[src/rtl/mem_arbiter_pkg.sv]
// Shared definitions for the two-requester memory arbiter: default widths and
// the requester index encoding used by the grant history.
package mem_arbiter_pkg;

  localparam int MEM_WIDTH_DEF  = 8;
  localparam int ADDR_WIDTH_DEF = 8;

  typedef enum logic {
    REQ0 = 1'b0,
    REQ1 = 1'b1
  } req_idx_t;

endpackage

[src/rtl/rr_arbiter2.sv]
// Two-way round-robin grant: a lone eligible requester wins, and on a conflict
// the requester that was not granted last wins.
module rr_arbiter2
  import mem_arbiter_pkg::*;
(
  input  logic       clk,
  input  logic       rst,
  input  logic [1:0] elig,
  output logic [1:0] gnt
);

  req_idx_t last_grant;

  always_comb begin
    gnt = 2'b00;
    case (elig)
      2'b01:   gnt = 2'b01;
      2'b10:   gnt = 2'b10;
      2'b11:   gnt = (last_grant == REQ1) ? 2'b01 : 2'b10;
      default: gnt = 2'b00;
    endcase
  end

  // Reset to REQ1 so that requester 0 takes the first conflict.
  always_ff @(posedge clk) begin
    if (rst) begin
      last_grant <= REQ1;
    end else if (|gnt) begin
      last_grant <= gnt[1] ? REQ1 : REQ0;
    end
  end

endmodule

[src/rtl/mem_arbiter.sv]
// Shares one single-port synchronous memory between two requesters, one access
// per cycle, with a one-entry read response buffer per requester.
module mem_arbiter
  import mem_arbiter_pkg::*;
#(
  parameter int MEM_WIDTH  = MEM_WIDTH_DEF,
  parameter int ADDR_WIDTH = ADDR_WIDTH_DEF
) (
  input  logic                  clk,
  input  logic                  rst,
  input  logic                  req0_valid,
  output logic                  req0_ready,
  input  logic                  req0_we,
  input  logic [ADDR_WIDTH-1:0] req0_addr,
  input  logic [MEM_WIDTH-1:0]  req0_wdata,
  input  logic                  req1_valid,
  output logic                  req1_ready,
  input  logic                  req1_we,
  input  logic [ADDR_WIDTH-1:0] req1_addr,
  input  logic [MEM_WIDTH-1:0]  req1_wdata,
  output logic                  rsp0_valid,
  input  logic                  rsp0_ready,
  output logic [MEM_WIDTH-1:0]  rsp0_rdata,
  output logic                  rsp1_valid,
  input  logic                  rsp1_ready,
  output logic [MEM_WIDTH-1:0]  rsp1_rdata,
  output logic                  mem_we,
  output logic [ADDR_WIDTH-1:0] mem_addr,
  output logic [MEM_WIDTH-1:0]  mem_din,
  input  logic [MEM_WIDTH-1:0]  mem_dout,
  output logic [1:0]            grant_leds
);

  logic [1:0]            req_valid;
  logic [1:0]            req_we;
  logic [1:0]            rsp_ready;
  logic [1:0]            elig;
  logic [1:0]            gnt;
  logic [1:0]            rd_pend;
  logic [1:0]            rsp_valid;
  logic [ADDR_WIDTH-1:0] addr_q;
  logic [MEM_WIDTH-1:0]  din_q;

  assign req_valid = {req1_valid, req0_valid};
  assign req_we    = {req1_we, req0_we};
  assign rsp_ready = {rsp1_ready, rsp0_ready};

  // A read waits while its own previous read is in flight or still buffered;
  // nothing is eligible during reset so no access reaches the memory.
  assign elig = {2{~rst}} & req_valid & (req_we | ~(rd_pend | rsp_valid));

  rr_arbiter2 u_rr (
    .clk  (clk),
    .rst  (rst),
    .elig (elig),
    .gnt  (gnt)
  );

  assign req0_ready = gnt[0];
  assign req1_ready = gnt[1];
  assign rsp0_valid = rsp_valid[0];
  assign rsp1_valid = rsp_valid[1];

  always_comb begin
    mem_we   = 1'b0;
    mem_addr = addr_q;
    mem_din  = din_q;
    if (rst) begin
      mem_addr = '0;
      mem_din  = '0;
    end else if (gnt[0]) begin
      mem_we   = req0_we;
      mem_addr = req0_addr;
      mem_din  = req0_wdata;
    end else if (gnt[1]) begin
      mem_we   = req1_we;
      mem_addr = req1_addr;
      mem_din  = req1_wdata;
    end
  end

  always_ff @(posedge clk) begin
    if (rst) begin
      addr_q     <= '0;
      din_q      <= '0;
      grant_leds <= 2'b00;
    end else if (|gnt) begin
      addr_q     <= mem_addr;
      din_q      <= mem_din;
      grant_leds <= gnt;
    end
  end

  // Read stage boundary: handshake cycle -> pending -> data captured from memory.
  always_ff @(posedge clk) begin
    if (rst) begin
      rd_pend   <= 2'b00;
      rsp_valid <= 2'b00;
    end else begin
      rd_pend   <= gnt & ~req_we;
      rsp_valid <= rd_pend | (rsp_valid & ~rsp_ready);
    end
  end

  always_ff @(posedge clk) begin
    if (rst) begin
      rsp0_rdata <= '0;
      rsp1_rdata <= '0;
    end else begin
      if (rd_pend[0]) rsp0_rdata <= mem_dout;
      if (rd_pend[1]) rsp1_rdata <= mem_dout;
    end
  end

endmodule
[config.mk]
export PLATFORM = sky130hd
export DESIGN_NAME = mem_arbiter
export DESIGN_NICKNAME = d
export VERILOG_FILES = /design/src/rtl/mem_arbiter_pkg.sv /design/src/rtl/rr_arbiter2.sv /design/src/rtl/mem_arbiter.sv
export SDC_FILE = /design/constraint.sdc
export NUM_CORES = 1
export LEC_CHECK = 0
export CAP_MARGIN = 10
export CORE_MARGIN = 3
export CORE_UTILIZATION = 40
export DETAILED_ROUTE_END_ITERATION = 8
export GPL_ROUTABILITY_DRIVEN = 0
export HOLD_SLACK_MARGIN = 0.06
export PLACE_DENSITY = 0.87
export SKIP_LAST_GASP = 1
export SLEW_MARGIN = 20
export SYNTH_ARGS = -nofsm -noshare
export SYNTH_HDL_FRONTEND = slang
export SYNTH_HIERARCHICAL = 1
export SYNTH_SLANG_ARGS = --single-unit
[constraint.sdc]
create_clock -name clk -period 2.6 [get_ports clk]
set_clock_uncertainty 0.1 [all_clocks]
set_input_delay 0.39 -clock clk [delete_from_list [all_inputs] [get_ports clk]]
set_output_delay 0.39 -clock clk [all_outputs]
set_load 0.03 [all_outputs]
==> results.yml, run 1 <==
run_status:
  status: "completed"
placed_design:
  placedCellCount: 322
  place_hpwl_um: 3670
  io_buffers: 86
  dp_slack_ns: -0.113
worst_hold_path:
  hp-start: "rst"
  min_path_type: "in -> reg"
  hold_end: "rsp0_rdata[6]"
  min_path_cells: 2
floorplan:
  die_w_um: 72.0
  io_pins: 87
  rows: 23
  fp.dieH_um: 72.0
  dieArea_um2: 5190
  start_util_pct: 42.4
  core_area_um2: 4120
timing:
  hold_viol: 0
  finalSetupViolCount: 0
  report.final.slew_viol_count: 0
  finalCritPeriodShare_pct: 96.7
  fin_hold_ws_ns: 0.263
  relSlewSlack_pct: 77.3
  fmax_ghz: 0.398
  period_minus_slack_ns: 2.51
  tightest_slew_ns: 0.339
  rsz0062_at_grt: "false"
  fin_ws_ns: 0.0866
logic_synthesis:
  synth_top_area_share_pct: 44.8
  yosysMostFrequentCell: "dfxtp_1"
  synthAdderAreaFrac_pct: 0
  syn_nets: 225
  yosysTopAreaCell: "dfxtp_1"
  yosysSeqAreaShare_pct: 44.8
  synth-warning-count: 6
  synth-seq-cells: 39
  ys_types: 24
  synth_common_cells: "dfxtp_1 (39), a211oi_1 (32), mux2i_1 (32), nor2_1 (16), nor2b_1 (16)"
  syn_avg_cell_area_um2: 9.85
  synthSimpleGateAreaFrac_pct: 13.8
  synth.area.mux_share_pct: 18.4
  synthTopCellsByArea: "dfxtp_1 (45%), mux2i_1 (18%), a211oi_1 (14%), nor2b_1 (5.7%), nor2_1 (3.4%)"
  synth_compound_area_share_pct: 16.9
  synth_top_family_by_area: "multiplexers"
  synthXorXnorAreaFrac_pct: 0
  synth_edf_count: 0
  synthesis.area_um2: 1740
  netlist_instances: 177
  synth-async-reset-ratio_pct: 0
  synthFlopType: "dfxtp_1"
final_layout:
  antenna_cells: 0
  final_cells: 331
  drive_gt1_share_pct: 32.0
  area_growth_pct: 76.0
  fill_cells: 287
  fin_nets: 328
  final_util_pct: 74.6
worst_setup_path:
  worst_setup_path_end_kind: "output port"
  critical_path.top_delay_family: "buffers and inverters"
  rr_worst_depth: 8
  r2r-start: "rsp_valid[0]"
  arrival_ns: 2.02
  cpPeakStageDelay_ns: 0.40
  crit_path_top_delay_cell: "clkdlybuf4s50_1"
  critPathKind: "in -> out"
  start_kind: "input port"
  rrSetupSlack_ns: 0.81
  path_cells: "clkdlybuf4s50_1, and3b_2, and2_4, buf_6, mux2i_4, a211oi_2, buf_4"
  worst-path-buf-inv: 3
  r2r-end: "addr_q[2]"
  cp-startpoint: "req1_valid"
  crit_fanout: 4
  worstPathRequired_ns: 2.11
route:
  wl_per_cell_um: 14.7
  initialDrtViolationCount: 68
  num_vias: 1665
  drc: 0
  routed_wl_um: 4850
  antenna_left: 0
  dr.pass1.iters: 4
  vias_per_cell: 5.03
power_and_ir_drop:
  power_density_nw_per_um2: 516
  irDropWorstVdd_mv: 0.294
  power_w: 0.00159
  leakagePower_nw: 1.15
clock_network:
  cts_tree: "yes"
  cts_root_buffer: "clkbuf_8"
  h-tree-depth: 2
  cts.reportedPaths.clkPinSlew_ns: 0.07
  cts_max_path_buffers: 2
  clk_latency_ns: 0.29
  numCtsBuffers: 5
  cts.sinks: 39
global_routing:
  gr-total-overflow: 0
  grt_pass1_vias: 1729
  grt.total_usage_pct: 18.7
  grt_max_degree: 28
  grt_pass1_wl_um: 7630
  antenna_found_initial: 0
job:
  max-cap-violations: 0
==> flip-flops by register name, indices dropped and copies added (netlist names) <==
signal,flops
rsp1_rdata,8
addr_q,8
rd_pend,2
u_rr/last_grant,1
din_q,8
rsp0_rdata,8
rsp_valid,2
grant_leds,2
==> kinds of logic (layout without fill, tap and decap cells) <==
group | count (synthesis) | in the layout
flip-flops | 39 | 39
AO/OA/AOI/OAI | 41 | 41
buffers and inverters | 20 | 124
AND/OR/NAND/NOR | 45 | 45
multiplexers | 32 | 32
==> layout by cell type (no fill, tap or decap), types with 4 or more instances in the layout <==
master,synthesis,routed
inv_1,4,4
mux2i_2,0,8
buf_4,0,39
clkbuf_8,0,6
clkdlybuf4s50_1,0,63
mux2i_4,0,6
nor2b_1,16,16
a21oi_1,5,4
dfxtp_1,39,39
nand2b_1,4,4
buf_6,1,4
a211oi_1,32,16
mux2i_1,32,18
a211oi_2,0,16
nor2_1,16,16
==> report_power, final <==
| group | leakage (nW) | internal, W | total, W | switching, W |
|---|---|---|---|---|
| logic | 0.773 | 0.000225 | 0.000423 | 0.000198 |
| clock network | 0.0612 | 0.000310 | 0.000517 | 0.000207 |
| registers | 0.319 | 0.000629 | 0.000646 | 0.0000169 |
==> cell type report <==
class,instances,area [um2],share of cell area (%)
multi-input cells,118,1060,34.6
repair buffers,111,1030,33.5
flip-flops and latches,39,781,25.4
clock buffers,6,82.6,2.69
well taps,50,62.6,2.04
clock inverters,2,35.0,1.14
inverters,5,18.8,0.611
==> worst max-delay path by stage <==
| stage | end | slack (ns) | cells past startpoint |
|---|---|---|---|
| after CTS | mem_addr[7] | 0.002 | 8 |
| after global placement | mem_addr[7] | -0.03 | 9 |
| after global routing | mem_addr[7] | 0.05 | 7 |
| final | mem_addr[7] | 0.09 | 7 |
| after floorplan | mem_addr[0] | -0.05 | 8 |
| after detailed placement | mem_addr[7] | -0.11 | 9 |
==> through the flow <==
stage	setup TNS, ns	area [um2]
5_1_grt	0	3070
4_1_cts	0	2980
3_5_place_dp	-0.945	2810
2_1_floorplan	-0.858	1830
3_3_place_gp	-0.190	2810
6_report	0	3070
==> metal layers <==
layer | vias up | wire length (um) | track usage [%]
met1 | 770 | 2130 | 21.9
met5 | - | 0 | 0
met3 | 10 | 202 | 3.74
li1 | 837 | - | -
met4 | 0 | 104 | 8.98
met2 | 48 | 2410 | 32.6
==> what timing repair did <==
item / in CTS / in global routing
pin swaps: 9 / 6
setup endpoints to repair: 16 / 16
buffers inserted: 0 / 1
resized for setup: 15 / 17
hold buffers: 0 / 0
==> worst reg2reg max path, delay by kind of cell (launching register included) <==
kind	cells	cell delay, ns
and+or+nand+nor	3	0.49
DFF	1	0.37
buffers and inverters	2	0.30
muxes	1	0.27
AOI/OAI and AO/OA	2	0.13
(Power assumes the default switching activity.)
==> run 2, diff against run 1 <==
--- a/config.mk
+++ b/config.mk
@@ -7,11 +7,11 @@
 export LEC_CHECK = 0
 export CAP_MARGIN = 10
 export CORE_MARGIN = 3
-export CORE_UTILIZATION = 40
+export CORE_UTILIZATION = 36
 export DETAILED_ROUTE_END_ITERATION = 8
 export GPL_ROUTABILITY_DRIVEN = 0
 export HOLD_SLACK_MARGIN = 0.06
-export PLACE_DENSITY = 0.87
+export PLACE_DENSITY = 0.83
 export SKIP_LAST_GASP = 1
 export SLEW_MARGIN = 20
 export SYNTH_ARGS = -nofsm -noshare
==> constraint.sdc (replaced) <==
create_clock -name clk -period 2.3 [get_ports clk]
set_clock_uncertainty 0.1 [all_clocks]
set_input_delay 0.345 -clock clk [delete_from_list [all_inputs] [get_ports clk]]
set_output_delay 0.345 -clock clk [all_outputs]
set_load 0.03 [all_outputs]
==> run 2 against run 1 <==
  * The run now ends with negative setup slack left
  * Cell area rose by 19%
  * Final cell count is 5.7% higher
  * Register-to-register slack got worse by 0.66 ns
  * Via count up 8.2%
  * First-iteration DRC count is 22% lower
  * Sequential power grew 14%
  * Critical path depth rose by 1
  * Setup slack lost 0.28 ns
  * Critical path type is now reg -> out
  * Critical endpoint is now mem_addr[5]
  * Largest power group unchanged
  * Highest routed layer unchanged
==> results.yml, run 2 (synthesis results as in run 1) <==
run_status:
  status: "finished, violations left"
  violations: "negative setup slack"
worst_setup_path:
  cp-startpoint: "rd_pend[0]"
  critPathKind: "reg -> out"
  crit_path_top_delay_cell: "dfxtp_1"
  worst-path-buf-inv: 4
  critical_path.top_delay_family: "compound AO/OA/AOI/OAI gates"
  worst_setup_path_end_kind: "output port"
  arrival_ns: 2.05
  worstPathRequired_ns: 1.86
  crit_fanout: 5
  rr_worst_depth: 9
  worst-path-stages: 8
  r2r-start: "rd_pend[0]"
  cpPeakStageDelay_ns: 0.32
  path_cells: "o21bai_1, and3b_1, buf_4, a21boi_4, inv_4, buf_16, a211oi_4, buf_6"
  start_kind: "flop"
global_routing:
  use_met3_pct: 6.07
  grt_pass1_wl_um: 9990
  gr-total-overflow: 0
  grt_max_degree: 39
  antenna_found_initial: 0
  met1_usage_pct: 25.9
  use_met2_pct: 44.6
  grt_pass1_vias: 1945
  grt-busiest-layer: "met2"
  grt.total_usage_pct: 24.0
timing:
  fin_hold_ws_ns: 0.361
  rsz0062_at_grt: "true"
  finalSetupViolCount: 17
  finalCritPeriodShare_pct: 109
  tightest_slew_ns: 0.581
  tns_ns: -2.54
  fin_ws_ns: -0.197
  fmax_ghz: 0.400
  hold_viol: 0
  report.final.slew_viol_count: 0
  relSlewSlack_pct: 61.3
  period_minus_slack_ns: 2.50
route:
  vias_per_cell: 5.15
  antenna_left: 0
  routed_wl_um: 6480
  dr.pass1.iters: 4
  wl_per_cell_um: 18.5
  drc: 0
  initialDrtViolationCount: 53
  num_vias: 1801
final_layout:
  antenna_cells: 0
  fill_cells: 265
  area_growth_pct: 109
  multi_input_area_um2: 1320
  fin_area_um2: 3650
  seq_area_um2: 783
  final_common_cell: "clkdlybuf4s50_1"
  final_util_pct: 80.9
  fin_nets: 345
  final_cell_mix: "clkdlybuf4s50_1 (62), dfxtp_1 (37), buf_4 (33)"
  drive_gt1_share_pct: 41.6
clock_network:
  cts_max_path_buffers: 2
  cts_tree: "yes"
  cts_root_buffer: "clkbuf_8"
  h-tree-depth: 2
  cts.reportedPaths.clkPinSlew_ns: 0.08
  numCtsBuffers: 5
  cts-hold-fix-buffers: 0
  cts.sinks: 39
  clk_latency_ns: 0.29
floorplan:
  dieArea_um2: 5720
  io_pins: 87
  start_util_pct: 38.7
  core_area_um2: 4500
  fp.dieH_um: 75.6
  rows: 24
  die_w_um: 75.6
placed_design:
  place_hpwl_um: 3970
  dpl-instance-area_um2: 3110
  io_buffers: 86
job:
  max-cap-violations: 0
worst_hold_path:
  min_path_cells: 3
  hp-start: "req1_we"
  min_path_type: "in -> reg"
power_and_ir_drop:
  irDropWorstVdd_mv: 0.414
  power_density_nw_per_um2: 563
  power_w: 0.00205
  leakagePower_nw: 1.32
## run 2: area by class of cell
| type | count | area share (%) |
|---|---|---|
| multi-input combinational | 118 | 36.1 |
| tap | 52 | 1.78 |
| clock buffer | 6 | 1.99 |
| timing repair buffer | 128 | 36.4 |
| sequential | 39 | 21.5 |
| inverter | 5 | 0.583 |
| clock inverter | 2 | 1.65 |
## run 2: worst min-delay path, stage by stage
cell and delay, ns:
dlygate4sd2_1 0.21, buf_4 0.12, nor3_1 0.04
## run 2: stage by stage
step / cells / setup WS, ns
floorplan: 177 / 0.00236
global placement: 338 / -0.345
detailed placement: 338 / -0.368
CTS: 350 / -0.129
global route: 350 / -0.263
finish: 350 / -0.197
## run 2: metal layers
layer,part of all wire (%),up-vias
li1,-,854
met1,39,877
met2,54,59
met3,4.6,11
met4,2.1,0
met5,0,-
## run 2: worst paths after layout
check / slack [ns] / to
max: -0.20 / mem_addr[5]
min: 0.36 / rd_pend[1]
max reg2reg: 0.15 / addr_q[2]
min reg2reg: 0.39 / rsp_valid[1]
## run 2: where the power goes
| group | internal [W] | switching, W |
|---|---|---|
| Clock | 0.000434 | 0.000246 |
| Combinational | 0.000344 | 0.000293 |
| Sequential | 0.000711 | 0.0000255 |
## run 2: timing repair
| item | 4_1_cts | 5_1_grt |
|---|---|---|
| cloned | 3 | 0 |
| buffers inserted | 6 | 0 |
| resized for setup | 69 | 5 |
| endpoints found under the setup margin | 17 | 17 |
| pin swaps | 12 | 1 |
